==> src/rtl/scaler_pkg.sv <==
// Shared types and constants for the RGB video downscaler.
package scaler_pkg;

    typedef enum logic [1:0] {
        MODE_BYPASS     = 2'b00,
        MODE_HALF       = 2'b01,
        MODE_THIRD      = 2'b10,
        MODE_BYPASS_ALT = 2'b11
    } mode_e;

    typedef enum logic [1:0] {
        METH_DECIMATE     = 2'b00,
        METH_AVERAGE      = 2'b01,
        METH_DECIMATE_ALT = 2'b10,
        METH_DECIMATE_AL3 = 2'b11
    } method_e;

    // sum/9 is computed as (sum * 7282 + 32768) >> 16
    localparam int unsigned RECIP9       = 7282;
    localparam int unsigned RECIP9_SHIFT = 16;
    localparam int unsigned RND_DIV9     = 32768;

    // sum/4 is computed as (sum + 2) >> 2
    localparam int unsigned RND_DIV4     = 2;
    localparam int unsigned DIV4_SHIFT   = 2;

    // Guard bits so a 3x3 sum of full-scale pixels fits
    localparam int ACC_GUARD = 4;

    function automatic int acc_width(input int rgb_width);
        return rgb_width + ACC_GUARD;
    endfunction

endpackage

==> src/rtl/scaler_linebuf.sv <==
// Per-output-column accumulator store: one shared read/write address,
// synchronous write, combinational read, cleared by reset.
module scaler_linebuf #(
    parameter int DEPTH = 4,
    parameter int WIDTH = 42,
    parameter int AW    = 2
) (
    input  logic             clk,
    input  logic             rst,
    input  logic             i_we,
    input  logic [AW-1:0]    i_addr,
    input  logic [WIDTH-1:0] i_wdata,
    output logic [WIDTH-1:0] o_rdata
);

    logic [WIDTH-1:0] mem_q [DEPTH];
    logic [WIDTH-1:0] mem_d [DEPTH];

    // Next array contents: only the addressed entry changes on a write
    always_comb begin
        mem_d = mem_q;
        if (i_we && (int'(i_addr) < DEPTH)) begin
            mem_d[i_addr] = i_wdata;
        end
    end

    // Array storage, cleared on reset
    always_ff @(posedge clk) begin
        if (rst) begin
            for (int i = 0; i < DEPTH; i++) begin
                mem_q[i] <= '0;
            end
        end else begin
            mem_q <= mem_d;
        end
    end

    assign o_rdata = (int'(i_addr) < DEPTH) ? mem_q[i_addr] : '0;

endmodule

==> src/rtl/rgb_video_scaler.sv <==
// RGB raster downscaler: bypass, 1/2 or 1/3 in both axes by decimation
// or box averaging. Syncs and scaled pixels leave one clock after input.
module rgb_video_scaler
    import scaler_pkg::*;
#(
    parameter int   HACT      = 9,
    parameter int   VACT      = 9,
    parameter int   RGB_WIDTH = 10,
    parameter logic VSYNC_POL = 1'b0,
    parameter logic HSYNC_POL = 1'b0
) (
    input  logic                 clk,
    input  logic                 rst,
    input  logic [1:0]           i_mode,
    input  logic [1:0]           i_method,
    input  logic                 i_vsync,
    input  logic                 i_hsync,
    input  logic                 i_de,
    input  logic [RGB_WIDTH-1:0] i_r_data,
    input  logic [RGB_WIDTH-1:0] i_g_data,
    input  logic [RGB_WIDTH-1:0] i_b_data,
    output logic                 o_vsync,
    output logic                 o_hsync,
    output logic                 o_de_scaled,
    output logic [RGB_WIDTH-1:0] o_r_scaled,
    output logic [RGB_WIDTH-1:0] o_g_scaled,
    output logic [RGB_WIDTH-1:0] o_b_scaled
);

    localparam int ACC_W = acc_width(RGB_WIDTH);
    localparam int BUF_D = HACT / 2;
    localparam int AW    = (BUF_D > 1) ? $clog2(BUF_D) : 1;
    localparam int CW    = $clog2(HACT + 1);
    localparam int RW    = $clog2(VACT + 1);
    localparam logic [CW-1:0] HACT_C = CW'(HACT);
    localparam logic [RW-1:0] VACT_C = RW'(VACT);

    function automatic logic [RGB_WIDTH-1:0] rnd_div4(input logic [ACC_W-1:0] s);
        return RGB_WIDTH'(({1'b0, s} + (ACC_W+1)'(RND_DIV4)) >> DIV4_SHIFT);
    endfunction

    function automatic logic [RGB_WIDTH-1:0] rnd_div9(input logic [ACC_W-1:0] s);
        return RGB_WIDTH'((32'(s) * 32'(RECIP9) + 32'(RND_DIV9)) >> RECIP9_SHIFT);
    endfunction

    // Control state
    mode_e          mode_q, mode_d;
    method_e        method_q, method_d;
    logic           vs_act_q, vs_act_d;
    logic           de_q, de_d;
    logic           frame_ok_q, frame_ok_d;
    logic [1:0]     cx_q, cx_d, ry_q, ry_d;
    logic [CW-1:0]  bx_q, bx_d;
    logic [RW-1:0]  by_q, by_d;

    // Datapath state
    logic [ACC_W-1:0]     hsum_q [3];
    logic [ACC_W-1:0]     hsum_d [3];
    logic [RGB_WIDTH-1:0] o_pix_q [3];
    logic [RGB_WIDTH-1:0] o_pix_d [3];
    logic                 o_vs_q, o_vs_d, o_hs_q, o_hs_d, o_de_q, o_de_d;

    // Combinational helpers
    logic [RGB_WIDTH-1:0] pix [3];
    logic [ACC_W-1:0]     pix_ext [3];
    logic [ACC_W-1:0]     hsum_cur [3];
    logic [ACC_W-1:0]     buf_rd [3];
    logic [ACC_W-1:0]     vsum [3];
    logic [3*ACC_W-1:0]   buf_rdata, buf_wdata;
    logic                 buf_we;
    logic [1:0]           n;
    logic [CW-1:0]        nbx, cur_bx;
    logic [RW-1:0]        nby;
    logic [1:0]           cur_cx;
    logic                 avg, vs_rise, de_rise, de_fall;
    logic                 last_cx, last_ry, in_blk, pix_ok, blk_done;

    assign vs_act_d = i_vsync ^ VSYNC_POL;
    assign vs_rise  = vs_act_d && !vs_act_q;
    assign de_d     = i_de;
    assign de_rise  = i_de && !de_q;
    assign de_fall  = !i_de && de_q;
    assign avg      = (method_q == METH_AVERAGE);
    assign o_vs_d   = i_vsync;
    assign o_hs_d   = i_hsync;

    // Decode the latched mode into block size and output geometry
    always_comb begin
        n   = 2'd1;
        nbx = HACT_C;
        nby = VACT_C;
        case (mode_q)
            MODE_HALF:  begin n = 2'd2; nbx = CW'(HACT / 2); nby = RW'(VACT / 2); end
            MODE_THIRD: begin n = 2'd3; nbx = CW'(HACT / 3); nby = RW'(VACT / 3); end
            default:    ;
        endcase
    end

    // A de rising edge places the current pixel at column zero
    assign cur_cx   = de_rise ? 2'd0 : cx_q;
    assign cur_bx   = de_rise ? '0 : bx_q;
    assign last_cx  = (cur_cx == n - 2'd1);
    assign last_ry  = (ry_q == n - 2'd1);
    assign in_blk   = (cur_bx < nbx) && (by_q < nby);
    assign pix_ok   = i_de && frame_ok_q && !vs_rise;
    assign blk_done = pix_ok && in_blk && last_cx && last_ry;
    assign buf_we   = pix_ok && in_blk && (n != 2'd1) &&
                      (avg ? last_cx : (cur_cx == 2'd0 && ry_q == 2'd0));

    // Mode latch at vsync, frame qualifier, and mod-N column/row counters
    always_comb begin
        mode_d     = mode_q;
        method_d   = method_q;
        frame_ok_d = frame_ok_q;
        cx_d       = cx_q;
        bx_d       = bx_q;
        ry_d       = ry_q;
        by_d       = by_q;
        if (vs_rise) begin
            mode_d     = mode_e'(i_mode);
            method_d   = method_e'(i_method);
            frame_ok_d = 1'b1;
            cx_d       = '0;
            bx_d       = '0;
            ry_d       = '0;
            by_d       = '0;
        end else begin
            if (i_de) begin
                if (last_cx) begin
                    cx_d = '0;
                    bx_d = (cur_bx < HACT_C) ? cur_bx + CW'(1) : cur_bx;
                end else begin
                    cx_d = cur_cx + 2'd1;
                    bx_d = cur_bx;
                end
            end
            if (de_fall) begin
                if (last_ry) begin
                    ry_d = '0;
                    by_d = (by_q < VACT_C) ? by_q + RW'(1) : by_q;
                end else begin
                    ry_d = ry_q + 2'd1;
                end
            end
        end
    end

    // Per-channel horizontal and vertical partial sums, buffer write data
    always_comb begin
        pix[0]    = i_r_data;
        pix[1]    = i_g_data;
        pix[2]    = i_b_data;
        buf_wdata = '0;
        for (int c = 0; c < 3; c++) begin
            pix_ext[c]  = ACC_W'(pix[c]);
            hsum_cur[c] = (cur_cx == 2'd0) ? pix_ext[c] : hsum_q[c] + pix_ext[c];
            hsum_d[c]   = i_de ? hsum_cur[c] : hsum_q[c];
            buf_rd[c]   = buf_rdata[(2-c)*ACC_W +: ACC_W];
            // First line of a block row starts the column sum afresh
            vsum[c]     = (ry_q == 2'd0) ? hsum_cur[c] : buf_rd[c] + hsum_cur[c];
            buf_wdata[(2-c)*ACC_W +: ACC_W] = avg ? vsum[c] : pix_ext[c];
        end
    end

    // Output pixel selection; data holds between strobes
    always_comb begin
        o_de_d = 1'b0;
        for (int c = 0; c < 3; c++) begin
            o_pix_d[c] = o_pix_q[c];
        end
        if (n == 2'd1) begin
            if (pix_ok) begin
                o_de_d = 1'b1;
                for (int c = 0; c < 3; c++) begin
                    o_pix_d[c] = pix[c];
                end
            end
        end else if (blk_done) begin
            o_de_d = 1'b1;
            for (int c = 0; c < 3; c++) begin
                if (!avg) begin
                    o_pix_d[c] = buf_rd[c][RGB_WIDTH-1:0];
                end else if (n == 2'd2) begin
                    o_pix_d[c] = rnd_div4(vsum[c]);
                end else begin
                    o_pix_d[c] = rnd_div9(vsum[c]);
                end
            end
        end
    end

    scaler_linebuf #(
        .DEPTH (BUF_D),
        .WIDTH (3 * ACC_W),
        .AW    (AW)
    ) u_linebuf (
        .clk     (clk),
        .rst     (rst),
        .i_we    (buf_we),
        .i_addr  (cur_bx[AW-1:0]),
        .i_wdata (buf_wdata),
        .o_rdata (buf_rdata)
    );

    // Register all state; reset drives syncs to their inactive level
    always_ff @(posedge clk) begin
        if (rst) begin
            mode_q     <= MODE_BYPASS;
            method_q   <= METH_DECIMATE;
            vs_act_q   <= 1'b0;
            de_q       <= 1'b0;
            frame_ok_q <= 1'b0;
            cx_q       <= '0;
            bx_q       <= '0;
            ry_q       <= '0;
            by_q       <= '0;
            for (int c = 0; c < 3; c++) begin
                hsum_q[c]  <= '0;
                o_pix_q[c] <= '0;
            end
            o_vs_q     <= VSYNC_POL;
            o_hs_q     <= HSYNC_POL;
            o_de_q     <= 1'b0;
        end else begin
            mode_q     <= mode_d;
            method_q   <= method_d;
            vs_act_q   <= vs_act_d;
            de_q       <= de_d;
            frame_ok_q <= frame_ok_d;
            cx_q       <= cx_d;
            bx_q       <= bx_d;
            ry_q       <= ry_d;
            by_q       <= by_d;
            for (int c = 0; c < 3; c++) begin
                hsum_q[c]  <= hsum_d[c];
                o_pix_q[c] <= o_pix_d[c];
            end
            o_vs_q     <= o_vs_d;
            o_hs_q     <= o_hs_d;
            o_de_q     <= o_de_d;
        end
    end

    assign o_vsync     = o_vs_q;
    assign o_hsync     = o_hs_q;
    assign o_de_scaled = o_de_q;
    assign o_r_scaled  = o_pix_q[0];
    assign o_g_scaled  = o_pix_q[1];
    assign o_b_scaled  = o_pix_q[2];

endmodule

==> config.mk <==
export PLATFORM = sky130hd
export DESIGN_NAME = rgb_video_scaler
export DESIGN_NICKNAME = d
export VERILOG_FILES = /design/src/rtl/scaler_pkg.sv /design/src/rtl/scaler_linebuf.sv /design/src/rtl/rgb_video_scaler.sv
export SDC_FILE = /design/constraint.sdc
export NUM_CORES = 1
export LEC_CHECK = 0
export CORE_MARGIN = 3
export CORE_UTILIZATION = 30
export CTS_CLUSTER_DIAMETER = 40
export DETAILED_ROUTE_END_ITERATION = 12
export GPL_TIMING_DRIVEN = 0
export HOLD_SLACK_MARGIN = 0.06
export PLACE_DENSITY = 0.42
export REMOVE_ABC_BUFFERS = 1
export SETUP_SLACK_MARGIN = 0.2
export SLEW_MARGIN = 0
export SYNTH_ARGS = -nofsm -noshare
export SYNTH_HDL_FRONTEND = slang
export SYNTH_SLANG_ARGS = --single-unit
export TNS_END_PERCENT = 10
==> constraint.sdc <==
create_clock -name clk -period 10 [get_ports clk]
set_input_delay 1 -clock clk [delete_from_list [all_inputs] [get_ports clk]]
set_output_delay 1 -clock clk [all_outputs]
set_load 0.03 [all_outputs]
==> results.yml, run 1 <==
run_status:
  status: "complete, no violations"
yosys:
  synth-seq-cells: 261
  avgSynthCellArea_um2: 7.91
  yosys_most_used_dff: "dfxtp_1"
  yosysWarningCount: 0
  ys_seq_area_share_pct: 20.6
  synth-edff-count: 0
  synthArstFlopShare_pct: 0
  syn-cell-area_mm2: 0.0254
  ys_types: 103
  netlist_instances: 3207
placement:
  pre_cts_slack_ns: -3.67
  gp_congestion: 0.846
  placed_cell_area_mm2: 0.0275
  io_buffers: 71
  hpwl_um: 67400
  place_inst: 4279
sta:
  hold_violations: 0
  final.setup.worst_slack_ns: 0.464
  setup-violations-final: 0
  fin_crit_ns: 9.54
  tightest_slew_ns: 1.40
  skew_ns: 0.0228
  fin_crit_sh_pct: 95.4
  rsz0062_at_grt: "yes"
  fmax_mhz: 105
  slew_headroom_pct: 6.17
  slew_violations: 0
critical_path:
  cp_data_arrival_time_ns: 10.02
  slowest_stage: "fa_1"
  cp-end-kind: "flop"
  cp.required_ns: 10.49
  crit_fanout: 17
  cp-start-kind: "input port"
  cp_slowest_stage_delay_ns: 0.54
  critPathKind: "input port to flop"
  cp_common_cell: "fa_1"
floorplan:
  start_util_pct: 30.3
  ioPinCount: 72
  fp.dieW_um: 297
  die_area_mm2: 0.0881
  core_mm2: 0.0837
  die_y_um: 297
  std_cell_rows: 106
clock_network:
  cts_buffers: 66
  clkTransAtPathRegs_ns: 0.05
  cts_root_buffer: "clkbuf_16"
  cts_sinks: 261
  cts_max_level: 3
  clock_latency_ns: 0.60
  clockBufferDepth: 3
  cts_tree: "done"
min_path:
  hold_class: "flop to flop"
global_routing:
  grt_pass1_vias: 24189
  grt_usage_pct: 21.0
  grt_max_degree: 129
  grt_pass1_wl_um: 144000
  grt_remaining_overflow: 0
  antenna_found_initial: 0
final_layout:
  area_delta_synth_final_pct: 27.2
  fin_cells: 4525
  design_area_mm2: 0.0323
  drive_above_1_share_pct: 16.3
  nNetsFinal: 3787
power_and_ir_drop:
  p_int_mw: 4.51
  switching_power_mw: 3.40
  swShare_pct: 43.0
  seqPwrFrac_pct: 13.7
  clkPwrFrac_pct: 28.5
  ir_drop_mv: 0.252
  p_leak_nw: 13.8
  powerDensity_mw_per_mm2: 245
  p_comb_share_pct: 57.8
route:
  drt-pass1-iter-count: 5
  postRouteAntennaNets: 0
  drt_iter0_drc: 1476
  totalWireLength_um: 95900
  vias_per_cell: 5.32
  routed-via-count: 24075
  post_drt_wl_per_cell_um: 21.2
  drc: 0
run:
  maxCapViolCount: 0
-- worst max-delay path: cells and delay by family --
family	cells	cell delay, ns
xor gates and xnor gates	2	0.37
adders and majority gates	8	3.35
and+or+nand+nor	6	0.89
muxes	1	0.37
AOI/OAI and AO/OA	14	2.97
buffers and inverters	8	1.02
-- sequential cells by signal, indices dropped and copies added (netlist names), 2 cells and up --
signal           cells
u_linebuf.mem_q    168
hsum_q              42
o_pix_q             30
bx_q                 4
by_q                 4
cx_q                 2
method_q             2
mode_q               2
ry_q                 2
-- layer usage --
layer	vias up	global-route usage, %	share of wire (%)	wire (µm)
li1	11603	-	-	-
met1	11699	27.4	45	43200
met2	625	35.0	47	45200
met3	148	3.28	4.9	4700
met4	0	7.69	2.9	2750
met5	-	0	0	0
-- timing repair --
action,4_1_cts,5_1_grt
resized for setup,131,177
hold buffers,0,0
gates cloned,8,1
endpoints found under the setup margin,30,25
buffers inserted,61,57
pin swaps,33,70
-- layout make-up --
cell class | instances | area (µm²)
clock inverter | 35 | 528
antenna | 1 | 2.50
clock buffer | 83 | 1840
multi-input combinational | 2511 | 19900
fill | 8495 | 51400
timing repair buffer | 214 | 2290
tap | 1134 | 1420
timing repair inverter | 2 | 17.5
inverter | 284 | 1100
sequential | 261 | 5230
-- worst paths after layout --
path / from / end / slack (ns) / depth (start not counted)
max: i_de / o_pix_q[0][19] / 0.46 / 39
min: u_linebuf.mem_q[75] / u_linebuf.mem_q[75] / 0.45 / 2
max reg2reg: bx_q[1] / o_pix_q[0][19] / 0.58 / 36
min reg2reg: u_linebuf.mem_q[75] / u_linebuf.mem_q[75] / 0.45 / 2
-- synthesized netlist by cell type, drive strengths merged, types with 26 or more instances --
library cell  number  area [µm²]
nand3             61         310
o21ai            127         636
clkbuf           115         432
and3              34         213
nand2            365        1380
a211oi            75         578
a21oi            248        1250
inv              283        1060
fa               100        2000
nor2             323        1210
nor3              60         322
o21a              37         278
a22oi             36         270
xnor2             80         701
or3               29         181
a31oi             26         184
ha               308        3850
buf               40         195
a21o              58         435
xor2              54         473
mux2i             78         785
dfxtp            261        5230
-- cell families (layout without fill, tap and decap cells) --
| logic type | count (synthesis) | count (layout) | synth area share (%) |
|---|---|---|---|
| AND/OR/NAND/NOR | 1052 | 1056 | 19.4 |
| AO/OA/AOI/OAI | 816 | 816 | 21.7 |
| adder cells (fa/ha/maj) | 409 | 409 | 23.1 |
| other | 0 | 1 | 0 |
| XOR/XNOR | 134 | 134 | 4.63 |
| buffers and inverters | 439 | 618 | 6.67 |
| multiplexers | 96 | 96 | 3.91 |
| flip-flops | 261 | 261 | 20.6 |
-- cells in the final DEF (no fill, tap or decap), types with 61 or more instances in the layout --
master / instances
buf_4: 107
dfxtp_1: 260
o21ai_0: 97
xnor2_1: 70
nor2_1: 313
inv_1: 267
clkbuf_16: 69
clkdlybuf4s50_1: 61
ha_1: 262
nand2_1: 351
mux2i_1: 70
fa_1: 99
a21oi_1: 227
-- power groups by stage --
stage / clock network (mW) / registers, mW / logic, mW
floorplan: 0 / 1.11 / 2.85
global placement: 0 / 1.10 / 3.93
detailed placement: 0 / 1.10 / 3.95
CTS: 2.30 / 1.08 / 4.15
global route: 2.35 / 1.08 / 5.09
finish: 2.25 / 1.08 / 4.58
-- metrics by stage --
step           power (mW)  hold WS, ns  utilization (%)  TNS, ns
2_1_floorplan        3.96        0.426                -   -15.16
3_3_place_gp         5.03        0.440             32.1  -981.24
3_5_place_dp         5.05        0.446             32.8   -90.90
4_1_cts              7.53        0.452             37.1        0
5_1_grt              8.53        0.468             38.6        0
6_report             7.91        0.452             38.6        0
Note: power is estimated with default switching activity, not from simulation.
==> run 2, diff against run 1 <==
- SKIP_LAST_GASP: not set -> 1
==> results of run 2 <==
The final DEF is identical to that of run 1; final timing and power are the same.
